File: config.mk
export PLATFORM = sky130hd
export DESIGN_NAME = button_led_ctrl
export DESIGN_NICKNAME = d
export VERILOG_FILES = /design/src/rtl/button_led_pkg.sv /design/src/rtl/button_debounce.sv /design/src/rtl/button_led_ctrl.sv
export SDC_FILE = /design/constraint.sdc
export NUM_CORES = 1
export LEC_CHECK = 0
export BUFFER_PORTS_ARGS = -buffer_cell sky130_fd_sc_hd__buf_2
export CAP_MARGIN = 25
export CORE_MARGIN = 8
export CORE_UTILIZATION = 63
export CTS_CLUSTER_DIAMETER = 100
export DETAILED_ROUTE_END_ITERATION = 10
export HOLD_SLACK_MARGIN = 0.06
export PLACE_DENSITY = 0.79
export SYNTH_ARGS = -nofsm -noshare
export SYNTH_HDL_FRONTEND = slang
export SYNTH_SLANG_ARGS = --single-unit
File: constraint.sdc
create_clock -name clk -period 2.7 [get_ports clk]
set_clock_uncertainty 0.05 [all_clocks]
set_input_delay 0.135 -clock clk [delete_from_list [all_inputs] [get_ports clk]]
set_output_delay 0.135 -clock clk [all_outputs]
set_load 0.1 [all_outputs]
File: src/rtl/button_led_pkg.sv
// Shared mode encoding for the push-button LED mode controller.
package button_led_pkg;

    typedef enum logic [1:0] {
        MODE_OFF  = 2'd0,
        MODE_ON   = 2'd1,
        MODE_SLOW = 2'd2,
        MODE_FAST = 2'd3
    } mode_t;

    // Short-press rotation: OFF -> ON -> SLOW -> FAST -> OFF.
    function automatic mode_t next_mode(input mode_t m);
        case (m)
            MODE_OFF:  return MODE_ON;
            MODE_ON:   return MODE_SLOW;
            MODE_SLOW: return MODE_FAST;
            default:   return MODE_OFF;
        endcase
    endfunction

endpackage

File: src/rtl/button_debounce.sv
// Two-flop synchroniser followed by a counter debouncer for the raw button.
module button_debounce #(
    parameter int unsigned DEBOUNCE_CYCLES = 2000000
) (
    input  logic clk,
    input  logic rst_n,
    input  logic but,
    output logic db
);

    localparam int unsigned CNT_W = (DEBOUNCE_CYCLES > 1) ? $clog2(DEBOUNCE_CYCLES) : 1;
    localparam logic [CNT_W-1:0] CNT_LAST = CNT_W'(DEBOUNCE_CYCLES - 1);

    logic             sync1_q;
    logic             but_s_q;
    logic             db_q, db_d;
    logic [CNT_W-1:0] cnt_q, cnt_d;

    always_comb begin
        db_d  = db_q;
        cnt_d = '0;
        if (but_s_q != db_q) begin
            if (cnt_q == CNT_LAST) begin
                db_d = but_s_q;
            end else begin
                cnt_d = cnt_q + 1'b1;
            end
        end
    end

    always_ff @(posedge clk or negedge rst_n) begin
        if (!rst_n) begin
            sync1_q <= 1'b0;
            but_s_q <= 1'b0;
            db_q    <= 1'b0;
            cnt_q   <= '0;
        end else begin
            sync1_q <= but;
            but_s_q <= sync1_q;
            db_q    <= db_d;
            cnt_q   <= cnt_d;
        end
    end

    assign db = db_q;

endmodule

File: src/rtl/button_led_ctrl.sv
// Push-button mode controller: debounce, short/long press classification,
// four-mode FSM and blink generator driving a registered LED.
module button_led_ctrl #(
    parameter int unsigned DEBOUNCE_CYCLES = 2000000,
    parameter int unsigned LONG_CYCLES     = 200000000,
    parameter int unsigned SLOW_HALF       = 50000000,
    parameter int unsigned FAST_HALF       = 12500000
) (
    input  logic       clk,
    input  logic       rst_n,
    input  logic       but,
    output logic       led,
    output logic [1:0] mode
);

    import button_led_pkg::*;

    localparam int unsigned HOLD_W = $clog2(LONG_CYCLES + 1);
    localparam logic [HOLD_W-1:0] HOLD_MAX  = HOLD_W'(LONG_CYCLES);
    localparam logic [HOLD_W-1:0] HOLD_LONG = HOLD_W'(LONG_CYCLES - 1);

    localparam int unsigned PH_MAX = (SLOW_HALF > FAST_HALF) ? SLOW_HALF : FAST_HALF;
    localparam int unsigned PH_W   = (PH_MAX > 1) ? $clog2(PH_MAX) : 1;
    localparam logic [PH_W-1:0] SLOW_LAST = PH_W'(SLOW_HALF - 1);
    localparam logic [PH_W-1:0] FAST_LAST = PH_W'(FAST_HALF - 1);

    logic              db;
    logic              db_prev_q;
    logic [HOLD_W-1:0] hold_q, hold_d;
    logic              long_fired_q, long_fired_d;
    mode_t             mode_q, mode_d;
    logic [PH_W-1:0]   ph_cnt_q, ph_cnt_d;
    logic              phase_q, phase_d;
    logic              led_q, led_d;

    logic              db_fall;
    logic              long_ev;
    logic              short_ev;
    logic [PH_W-1:0]   half_last;

    button_debounce #(
        .DEBOUNCE_CYCLES(DEBOUNCE_CYCLES)
    ) u_debounce (
        .clk  (clk),
        .rst_n(rst_n),
        .but  (but),
        .db   (db)
    );

    assign db_fall  = db_prev_q & ~db;
    assign long_ev  = db & ~long_fired_q & (hold_q == HOLD_LONG);
    assign short_ev = db_fall & ~long_fired_q;

    always_comb begin
        // Held at 0 while released, so every hold starts counting from 0.
        hold_d = '0;
        if (db) begin
            hold_d = (hold_q == HOLD_MAX) ? hold_q : hold_q + 1'b1;
        end

        long_fired_d = long_fired_q;
        if (long_ev) begin
            long_fired_d = 1'b1;
        end else if (db_fall) begin
            long_fired_d = 1'b0;
        end

        mode_d = mode_q;
        if (long_ev) begin
            mode_d = MODE_OFF;
        end else if (short_ev) begin
            mode_d = next_mode(mode_q);
        end
    end

    always_comb begin
        ph_cnt_d  = '0;
        phase_d   = 1'b0;
        half_last = (mode_d == MODE_SLOW) ? SLOW_LAST : FAST_LAST;
        if (mode_d == MODE_SLOW || mode_d == MODE_FAST) begin
            if (mode_d != mode_q) begin
                phase_d = 1'b1;
            end else if (ph_cnt_q == half_last) begin
                phase_d = ~phase_q;
            end else begin
                ph_cnt_d = ph_cnt_q + 1'b1;
                phase_d  = phase_q;
            end
        end

        case (mode_d)
            MODE_OFF: led_d = 1'b0;
            MODE_ON:  led_d = 1'b1;
            default:  led_d = phase_d;
        endcase
    end

    always_ff @(posedge clk or negedge rst_n) begin
        if (!rst_n) begin
            db_prev_q    <= 1'b0;
            hold_q       <= '0;
            long_fired_q <= 1'b0;
            mode_q       <= MODE_OFF;
            ph_cnt_q     <= '0;
            phase_q      <= 1'b0;
            led_q        <= 1'b0;
        end else begin
            db_prev_q    <= db;
            hold_q       <= hold_d;
            long_fired_q <= long_fired_d;
            mode_q       <= mode_d;
            ph_cnt_q     <= ph_cnt_d;
            phase_q      <= phase_d;
            led_q        <= led_d;
        end
    end

    assign led  = led_q;
    assign mode = mode_q;

endmodule

* Yosys cells after proc, flatten, opt, wreduce, memory -nomap -nowiden
Cells that the tools add are included.
W data, S select, Z words.
** Storage, ports and cells
- Word-level logic and storage cells :: 55
- Input port bits :: 3
- Bits in registers :: 84
- Output and inout port bits :: 3
** Cells by class
- $add $sub $neg :: 3
- Bitwise gates (word level) :: 7
- Reduce and logical (&&, ||, !) cells :: 5
- Multiplexer cells :: 17
- Equal/unequal tests :: 12
** Operators by type and width (number)
- $mux W26 :: 4
- $eq A28 B28 Y1 const B :: 2
- $mux W28 :: 2
- $mux W21 :: 2
- $add A28 B1 Y28 const B :: 1
- $add A26 B1 Y26 const B :: 1
- $eq A26 B26 Y1 :: 1
- $add A21 B1 Y21 const B :: 1
- $eq A21 B21 Y1 const B :: 1
- $eq A2 B2 Y1 const B :: 3
- $pmux W2 S3 :: 1
- $mux W1 :: 5
- $and A1 B1 Y1 :: 4
- $eq A2 B1 Y1 const B :: 2
- $logic_not A2 Y1 :: 2
- $mux W2 :: 2
- $not A1 Y1 :: 3
- $ne A2 B2 Y1 :: 1
- $ne A2 B2 Y1 const B :: 1
- $pmux W1 S2 :: 1
- $reduce_and A2 Y1 :: 1
- $reduce_bool A2 Y1 :: 1
- $logic_or A1 B1 Y1 :: 1
- $ne A1 B1 Y1 :: 1

* Logic depth before layout (Yosys ltp)
Gate-level depths: netlist of the first run.
- Word-level depth :: 12
- Mapped depth :: 9
- Gate-level depth less buffers :: 9

* Modules after synthesis
Synthesis of the first run repeated with hierarchy kept, for this count alone.
** Unflattened totals
- Cells, all modules :: 443
- Area total of the unflattened synthesis :: 4317.9 um^2
** By module, submodules not included
- button_led_ctrl :: area an instance 3120.5 um^2, sequential area each 1501.4 um^2, times used 1, cells each 324
- button_debounce :: area an instance 1197.4 um^2, sequential area each 600.6 um^2, times used 1, cells each 119

* Worst setup path after synthesis of the first run
OpenSTA, ideal clock, no wires.
- Path kind :: reg2reg
- From :: register mode_q[0], in the netlist mode[0]
- To :: register ph_cnt_q[12]
- Cell stages (with the launch flop) :: 10
- Buffers on the path :: 1
- Required time :: 2.579 ns
- Arrival :: 2.535 ns
- Clock period less this slack :: 2.657 ns
- Library setup time :: 0.071 ns
- Slack :: 0.043 ns
- Cells stage by stage :: dfrtp_1 > inv_1 > ha_1 > nor2_1 > nand2_1 > o21ai_1 > and3_2 > o211ai_4 > buf_6 > nor2_1
** On the way
- Cells in the longest elaborated chain, start to end :: 10
- Elaborated cells between the ends (all ways) :: 15
- Classes of those cells :: eq/ne (6); mux (7); reduce/logical (2)
** RTL lines
- from (decl) :: RTL line button_led_ctrl.sv:31 : mode_t mode_q, mode_d;
- from (signal assigned) :: RTL line button_led_ctrl.sv:111 : mode_q <= mode_d;
- $eq A2 B2 Y1 (tied with other cells) :: RTL line button_led_pkg.sv:13 : case (m)
- $pmux W2 S3 :: RTL line button_led_pkg.sv:13
- $mux W2 :: RTL line button_led_ctrl.sv:71 : end else if (short_ev) begin
- $mux W2 :: RTL line button_led_ctrl.sv:69 : if (long_ev) begin
- $eq A2 B2 Y1 :: RTL line button_led_ctrl.sv:79, button_led_ctrl.sv:80
- $mux W26 :: RTL line button_led_ctrl.sv:79 : half_last = (mode_d == MODE_SLOW) ? SLOW_LAST : FAST_LAST;
- $eq A26 B26 Y1 :: RTL line button_led_ctrl.sv:83 : end else if (ph_cnt_q == half_last) begin
- $mux W26 :: RTL line button_led_ctrl.sv:83
- $mux W26 :: RTL line button_led_ctrl.sv:81 : if (mode_d != mode_q) begin
- $mux W26 (*) :: RTL line button_led_ctrl.sv:80 : if (mode_d == MODE_SLOW || mode_d == MODE_FAST) begin
- net ph_cnt_d[12] :: RTL line button_led_ctrl.sv:32 : logic [PH_W-1:0] ph_cnt_q, ph_cnt_d;
- to (signal assigned) :: RTL line button_led_ctrl.sv:112 : ph_cnt_q <= ph_cnt_d;
- to (decl) :: RTL line button_led_ctrl.sv:32
The timed path passes the listed nets; every way through them passes the cells marked *.
A chain may end at the register's enable or synchronous reset.

* Worst setup path in the final report of the first run
- From :: register ph_cnt_q[8]
- To :: register ph_cnt_q[7]
** On the way
- Cells in the longest elaborated chain, start to end :: 4
** RTL lines (RTL line)
- $eq A26 B26 Y1 :: button_led_ctrl.sv:83
- $mux W26 :: button_led_ctrl.sv:83
- $mux W26 :: button_led_ctrl.sv:81
- $mux W26 :: button_led_ctrl.sv:80
- net ph_cnt_d[7] :: button_led_ctrl.sv:32
The timed path passes the listed nets, and every way through them passes these cells.

==> results of run 1 <==
-- metal layers --
metal,GRT usage [%],part of all wire (%),vias to the layer above
met5,0,0,-
li1,-,-,1450
met2,25.9,46,29
met3,2.92,2.1,11
met1,20.4,50,1411
met4,7.07,1.5,0
-- cells by family (layout without fill, tap and decap cells) --
logic type      count (synthesis)  count (layout)  share of synthesized area, %
xor+xnor                       69              69                          14.3
compound gates                 15              15                          2.52
buf+inv                        18              38                          1.95
fa+ha+maj                       6               6                          1.78
mux                             5               5                          1.21
flops                          84              84                          49.7
simple gates                  225             225                          28.5
-- synthesized netlist by cell type (2+ instances only) --
cell | number | area, um2
a21boi_0 | 3 | 22.5
a21oi_1 | 3 | 15.0
and2_1 | 26 | 163
and3_1 | 12 | 75.1
and3_2 | 4 | 30.0
and4_1 | 7 | 61.3
and4bb_2 | 2 | 25.0
buf_6 | 2 | 22.5
clkbuf_1 | 5 | 18.8
dfrtp_1 | 84 | 2100
ha_1 | 6 | 75.1
inv_1 | 11 | 41.3
mux2i_1 | 4 | 40.0
nand2_1 | 35 | 131
nand2b_1 | 2 | 12.5
nand3_1 | 24 | 120
nand3b_1 | 2 | 15.0
nand4_1 | 13 | 81.3
nor2_1 | 65 | 244
nor2b_1 | 4 | 25.0
nor3_1 | 4 | 20.0
nor3b_1 | 3 | 22.5
nor4_1 | 8 | 50.1
nor4b_1 | 3 | 26.3
o21ai_0 | 5 | 25.0
or3_1 | 3 | 18.8
xnor2_1 | 39 | 342
xor2_1 | 30 | 263
-- state kept, by name, indices dropped and copies added, names as in the netlist --
signal              flops
u_debounce.but_s_q      1
db_prev_q               1
long_fired_q            1
u_debounce.sync1_q      1
hold_q                 28
mode                    2
u_debounce.cnt_q       21
phase_q                 1
ph_cnt_q               26
u_debounce.db           1
led                     1
-- worst max path at each step --
| stage | start | to | slack (ns) |
|---|---|---|---|
| after floorplan | mode[0]$_DFF_PN0_ | ph_cnt_q[12]$_DFF_PN0_ | 0.04 |
| after global placement | ph_cnt_q[8]$_DFF_PN0_ | ph_cnt_q[25]$_DFF_PN0_ | 0.37 |
| after detailed placement | ph_cnt_q[8]$_DFF_PN0_ | ph_cnt_q[7]$_DFF_PN0_ | 0.24 |
| after CTS | ph_cnt_q[8]$_DFF_PN0_ | ph_cnt_q[7]$_DFF_PN0_ | 0.23 |
| after global routing | ph_cnt_q[0]$_DFF_PN0_ | ph_cnt_q[14]$_DFF_PN0_ | 0.10 |
| final | ph_cnt_q[8]$_DFF_PN0_ | ph_cnt_q[7]$_DFF_PN0_ | 0.27 |
-- layout make-up --
| type | instances | area [um2] | area share, % |
|---|---|---|---|
| clock buffer | 12 | 155 | 3.39 |
| clock inverter | 4 | 47.5 | 1.04 |
| inverter | 11 | 41.3 | 0.902 |
| multi-input combinational | 320 | 2040 | 44.6 |
| sequential | 84 | 2100 | 45.9 |
| tap | 80 | 100 | 2.19 |
| timing repair buffer | 11 | 90.1 | 1.97 |
-- report_power, final --
| group | switching [mW] | internal, mW |
|---|---|---|
| clock | 0.428 | 0.475 |
| combinational | 0.0314 | 0.0107 |
| sequential | 0.00493 | 1.26 |
-- critical path, stage by stage, from the launching register on --
cell	delay [ns]
dfrtp_1	0.41
or4b_1	0.54
nor3_2	0.19
nand3_1	0.14
and3_4	0.22
o211ai_4	0.59
nor2_1	0.14
==> results.ini, run 1 <==
[grt]
grt_max_degree=85
grt_pass1_wl_um=12800
grt_pass1_vias=2911
grt_usage_pct=16.0
grt_remaining_overflow=0
antenna_found_initial=0

[layout]
mostFrequentLayoutCells=dfrtp_1, nor2_1, xnor2_1, nand2_1, xor2_1
drive_above_1_share_pct=8.60
n_antenna_cell=0
nFillCells=509
instances_no_fill=522
area_delta_synth_final_pct=8.32
final_common_cell=dfrtp_1
final_core_util_pct=68.9
fin_area_um2=4580
fin_nets=446

[clock_tree]
clk_pin_slew_ns=0.08
cts_resized=0
cts_buffers=9
htreeDepth=3
cts_hold_buf=2
ctsRootBufferMaster=clkbuf_8
clock_latency_ns=0.35
cts_tree=built
clock_sinks=84
cts_max_path_buffers=2
cts_setup_buffers=0

[synth]
synth_cell_types=41
ys_ff_latch=84
synth_edf_count=0
synth_seq_area_share_pct=49.7
synth_async_sr_flop_share_pct=100
avgSynthCellArea_um2=10.0
netlist_instances=422
yosys_warnings=0
synth_fp_nets=431
syn-cell-area_um2=4230
synth_top_flop_cell=dfrtp_1

[critical_path]
cp_max_fo=26
r2r_slack_ns=0.27
arrival_ns=2.58
cp-end-kind=flop
r2r_end=ph_cnt_q[7]$_DFF_PN0_
path_class=flop to flop
cp.required_ns=2.85
crit_path_start_kind=flop
worstReg2RegStart=ph_cnt_q[8]$_DFF_PN0_
reg2reg_depth=6

[placed_design]
numPlacedInstances=503
port_buffers=5
place_congestion=0.815
dpl_worst_slack_ns=0.238
placed_area_um2=4340
hpwl_um=4910

[pwr]
power.ir.vdd_worst_mv=0.456
p_total_mw=2.21
power.density_nw_per_um2=483
power_leakage_nw=1.98

[job]
cap_violations=0

[sta]
period_minus_slack_ns=2.43
setup_viol=0
whs_ns=0.261
fmax_ghz=0.411
rsz0062_at_grt=no
min_period_over_period_pct=90.1
slew-limit-headroom_pct=52.9
fin_ws_ns=0.267
worst_pin_slew_ns=0.703
finalHoldViolCount=0
slew_viol_final=0
final.setup.tns_ns=0

[die]
die_area_um2=9590
coreArea_um2=6640
fp-row-count=30
start_util_pct=63.6
io_pins=6
dieWidth_um=97.9
die_y_um=97.9

[routing]
dr.pass1.iters=4
ant_nets=0
drc=0
routed_wl_um=7300
route.vias.total=2901
wl_per_cell_um=14.0
viasPerCell=5.56
drt_iter0_markers=106

[min_path]
hold_class=input port to async pin

[run_status]
status=finished clean

(Power assumes the default switching activity.)
==> run 2: changes to the inputs <==
ABC_AREA = 1   (was not set)
==> run 2 against run 1 <==
Compared with the run above:
- clock-buffer cell count down 2
- synthesized area rose by 13%
- maximum frequency grew 2.8%
- clock power is 3.7% higher
- sequential share of layout area fell by 5.0 points
- non-clock buffer count stayed put
- first-iteration DRC count rose by 78%
- core utilization grew 1.7 points
- critical path depth is 4 higher
- flip-flop and latch count stayed put
- critical path type unchanged
==> results.ini, run 2 <==
[run_status]
status=finished clean

[synth]
synth_seq_area_share_pct=44.0
synth.top_cell.area_share_pct=44.0
ys_ff_latch=84
synth_edf_count=0
syn-cell-area_um2=4770
yosys_warnings=0
synthTopCellsByArea=dfrtp_1, nand2_1, inv_1
yosysTopAreaCell=dfrtp_1
synth_cell_types=45
synth_commonest_cells=nand2_1, dfrtp_1, inv_1
yosysMostFrequentCell=nand2_1
synth_fp_nets=589
synth_async_sr_flop_share_pct=100
netlist_instances=580
avgSynthCellArea_um2=8.23
synth_top_flop_cell=dfrtp_1

[routing]
route.vias.total=3897
routed_wl_um=9570
dr.pass1.iters=5
wl_per_cell_um=13.7
drc=0
ant_nets=0
viasPerCell=5.57
drt_iter0_markers=189

[layout]
nFillCells=592
largest-register=hold_q
largest_reg_flops=28
fin_nets=605
ff_latch_area_um2=2100
mostFrequentLayoutCells=nand2_1, dfrtp_1, inv_1, nor2_1, nand3_1
top_regs=hold_q (28), ph_cnt_q (26), u_debounce.cnt_q (21)
drive_above_1_share_pct=15.0
area_delta_synth_final_pct=7.87
final_common_cell=nand2_1
n_antenna_cell=0
multi_input_area_um2=2310

[pwr]
seq_power_share_pct=56.3
p_comb_share_pct=2.0
power.ir.vdd_worst_mv=0.303
switching_share_pct=22.7
p_int_mw=1.74
switchingPower_mw=0.511
power.density_nw_per_um2=437
power_leakage_nw=2.15
pwr-share-clk_pct=41.7

[clock_tree]
clk_pin_slew_ns=0.09
ctsRootBufferMaster=clkbuf_8
cts_resized=0
cts_tree=built
htreeDepth=3
clock_sinks=84
cts_setup_buffers=0
cts_buffers=9
clock_latency_ns=0.35
cts_max_path_buffers=2
cts_hold_buf=2

[placed_design]
hpwl_um=7010
place_congestion=0.911
port_buffers=5

[grt]
grt_remaining_overflow=0
grt_usage_pct=20.1
antenna_found_initial=0
grt_pass1_wl_um=17000
grt_pass1_vias=3780
grt_max_degree=44

[die]
fp-row-count=31
start_util_pct=65.4
die_area_um2=10600
die_y_um=103
io_pins=6
coreArea_um2=7290
dieWidth_um=103

[sta]
worst_pin_slew_ns=0.531
period_minus_slack_ns=2.37
final.setup.tns_ns=0
slew-limit-headroom_pct=64.3
fmax_ghz=0.423
whs_ns=0.255
slew_viol_final=0
rsz0062_at_grt=no
min_period_over_period_pct=87.6
setup_viol=0
finalHoldViolCount=0

[critical_path]
worstReg2RegStart=mode[0]$_DFF_PN0_
cp-end-kind=flop
arrival_ns=2.58
crit_path_start_kind=flop
worstPathCellList=inv_1, ha_1, or2_2, o21ai_1, nand3_2, nand2_1, nand2_2, nand2_4, nand3_4, nor3_1
path_class=flop to flop
cp_slowest_cell=dfrtp_2
cp_max_fo=15
cp_num_buf_inv=1
critPathMaxStageDelay_ns=0.36
cp-startpoint=mode[0]$_DFF_PN0_
cp_top_family=simple AND/OR/NAND/NOR gates
cp.required_ns=2.91

[min_path]
hold_class=input port to async pin

[job]
cap_violations=0

-- run 2: stage by stage --
stage                     total power [mW]  worst slack, ns  utilization, %  area, um2  instances
final                                 2.25            0.334            70.6       5150        700
after global routing                  2.34            0.154            70.6       5150        700
after CTS                             2.27            0.337            70.6       5150        700
after detailed placement              1.34            0.339            67.4       4920        682
after global placement                1.34            0.494            67.4       4920        682
after floorplan                       1.30            0.203               -       4770        580
-- run 2: worst paths after layout --
kind,slack (ns),endpoint,depth (start not counted)
worst max-delay path,0.33,ph_cnt_q[3]$_DFF_PN0_,10
worst min-delay path,0.26,hold_q[4]$_DFFE_PN0P_,2
worst max register to register,0.33,ph_cnt_q[3]$_DFF_PN0_,10
worst min register to register,0.32,u_debounce.but_s_q$_DFF_PN0_,0
max in group asynchronous,1.74,hold_q[15]$_DFFE_PN0P_,3
min in group clk,0.32,u_debounce.but_s_q$_DFF_PN0_,0
-- run 2: kinds of logic after synthesis --
| logic type | after synthesis | share of synthesized area, % |
|---|---|---|
| XOR/XNOR | 21 | 4.17 |
| buffers and inverters | 87 | 7.47 |
| AND/OR/NAND/NOR | 316 | 35.1 |
| AO/OA/AOI/OAI | 66 | 7.68 |
| flip-flops | 84 | 44.0 |
| adder cells (fa/ha/maj) | 6 | 1.57 |
-- run 2: layer usage --
layer / part of all wire [%] / global-route usage (%)
met4: 0.77 / 5.01
met5: 0 / 0
met2: 47 / 32.7
met3: 4.5 / 4.79
met1: 48 / 26.3
-- run 2: area by class of cell --
cell class | count | area share (%)
multi-input cells | 409 | 44.9
flip-flops and latches | 84 | 40.9
inverters | 81 | 5.93
clock buffers | 10 | 2.67
well taps | 99 | 2.41
repair buffers | 11 | 1.75
clock inverters | 6 | 1.41
-- run 2: power by group through the flow --
stage	registers, mW	logic, mW	clock network, mW
5_1_grt	1.27	0.0550	1.02
6_report	1.27	0.0460	0.936
4_1_cts	1.27	0.0487	0.959
3_3_place_gp	1.29	0.0450	0
3_5_place_dp	1.29	0.0466	0
2_1_floorplan	1.29	0.0120	0
==> run 3: changes to the inputs <==
CORE_UTILIZATION = 65   (was 63)
PLACE_DENSITY = 0.81   (was 0.79)
clock period = 3.06 ns   (was 2.7 ns; I/O delays follow)
==> run 3 against run 2 <==
Compared with the run above:
- combinational power shrank 9.1%
- highest routed layer unchanged
- sequential power shrank 12%
- maximum frequency shrank 7.9%
==> results.ini, run 3 (same netlist as run 2, synthesis figures left out) <==
[placed_design]
dpl_worst_slack_ns=0.491
place_congestion=0.928
port_buffers=5
hpwl_um=7000

[die]
coreArea_um2=7180
start_util_pct=66.5
die_y_um=102
fp-row-count=31
dieWidth_um=102
io_pins=6
die_area_um2=10300

[clock_tree]
clock_latency_ns=0.35
clk_pin_slew_ns=0.08
htreeDepth=3
ctsRootBufferMaster=clkbuf_8
clock_sinks=84
cts_setup_buffers=0
cts_tree=built
cts_max_path_buffers=2
cts_buffers=9

[layout]
final_core_util_pct=71.3
nFillCells=579
mostFrequentLayoutCells=nand2_1, dfrtp_1, inv_1, nor2_1, nand3_1
largest-register=hold_q
largest_reg_flops=28
drive_above_1_share_pct=14.2
final_common_cell=nand2_1
top_regs=hold_q (28), ph_cnt_q (26), u_debounce.cnt_q (21)
ff_latch_area_um2=2100
multi_input_area_um2=2310
area_delta_synth_final_pct=7.21
fin_nets=604
n_antenna_cell=0

[pwr]
power.ir.vdd_worst_mv=0.283
power.density_nw_per_um2=373
power_leakage_nw=2.14
p_total_mw=1.91

[routing]
drt_iter0_markers=171
dr.pass1.iters=4
ant_nets=0
routed_wl_um=9640
route.vias.total=3890
viasPerCell=5.57
wl_per_cell_um=13.8
drc=0

[critical_path]
cp.required_ns=3.27
crit_path_start_kind=flop
cp_slowest_cell=dfrtp_1
cp_num_buf_inv=2
critPathMostFrequentCell=inv_1
cp-end-kind=flop
cp_top_family=simple AND/OR/NAND/NOR gates
critPathMaxStageDelay_ns=0.39
arrival_ns=2.78
cp_max_fo=15
path_class=flop to flop
worstPathCellList=inv_1, ha_1, or2_2, o21ai_1, inv_1, nand2_2, xor2_2, nor2_4, nand3_4, nor3_1

[sta]
fin_ws_ns=0.489
setup_viol=0
final.setup.tns_ns=0
finalHoldViolCount=0
min_period_over_period_pct=84.0
worst_pin_slew_ns=0.500
fmax_ghz=0.389
rsz0062_at_grt=no
slew_viol_final=0
slew-limit-headroom_pct=66.4
period_minus_slack_ns=2.57

[grt]
grt_remaining_overflow=0
grt_usage_pct=20.8
antenna_found_initial=0
grt_pass1_vias=3907
grt_pass1_wl_um=17200
grt_max_degree=85

[min_path]
hold_class=input port to async pin

[run_status]
status=finished clean

[job]
cap_violations=0

-- run 3: changes by cell type in the layout (fill, tap and decap cells not counted) --
cell and delta:
clkinv_2 +2, clkinv_4 -2, dfrtp_1 +2, dfrtp_2 -2, buf_12 -1, buf_16 +1
buf_4 -1, clkbuf_1 +1, clkbuf_8 -1, inv_8 -1
-- run 3: path summary, 6_finish.rpt --
check                                                  start                           end  slack (ns)  cells past startpoint
worst max register to register             mode[1]$_DFF_PN0_        ph_cnt_q[14]$_DFF_PN0_        0.49                     10
max in group asynchronous                              rst_n         ph_cnt_q[9]$_DFF_PN0_        2.20                      3
worst min register to register  u_debounce.sync1_q$_DFF_PN0_  u_debounce.but_s_q$_DFF_PN0_        0.31                      0
worst min-delay path                                   rst_n         hold_q[5]$_DFFE_PN0P_        0.16                      2
worst max-delay path                       mode[1]$_DFF_PN0_        ph_cnt_q[14]$_DFF_PN0_        0.49                     10
min in group clk                u_debounce.sync1_q$_DFF_PN0_  u_debounce.but_s_q$_DFF_PN0_        0.31                      0
-- run 3: routing by layer --
metal	track usage, %	share of wire, %	vias up
li1	-	-	1935
met1	26.2	45	1845
met2	34.0	48	84
met3	3.64	4.3	26
met4	9.85	2.7	0
met5	0	0	-
-- run 3: where the power goes --
group | switching (mW) | leakage, nW | internal, mW
clock | 0.378 | 0.0959 | 0.370
combinational | 0.0304 | 0.876 | 0.0114
sequential | 0.00311 | 1.17 | 1.11
total | 0.412 | 2.14 | 1.50
-- run 3: cell type report --
| type | instances | share of cell area, % |
|---|---|---|
| tap | 99 | 2.42 |
| sequential | 84 | 41.1 |
| multi-input combinational | 409 | 45.2 |
| inverter | 81 | 5.97 |
| clock inverter | 5 | 1.05 |
| timing repair buffer | 10 | 1.76 |
| clock buffer | 10 | 2.49 |
-- run 3: worst register-to-register path, cell delays in order (launching register included) --
cell     delay [ns]
dfrtp_1        0.39
inv_1          0.11
ha_1           0.20
or2_2          0.30
o21ai_1        0.25
inv_1          0.09
nand2_2        0.11
xor2_2         0.08
nor2_4         0.29
nand3_4        0.38
nor3_1         0.24
-- run 3: per-stage QoR --
stage / hold WS (ns) / std cells / instance area [um2]
floorplan: -0.193 / 580 / 4770
global placement: 0.212 / 680 / 4890
detailed placement: 0.214 / 680 / 4890
CTS: 0.314 / 697 / 5090
global route: 0.167 / 698 / 5120
finish: 0.160 / 698 / 5120
-- run 3: repair_timing --
item	in CTS	in global routing
resized for setup	0	0
hold buffers	2	0
endpoints found under the hold margin	85	0
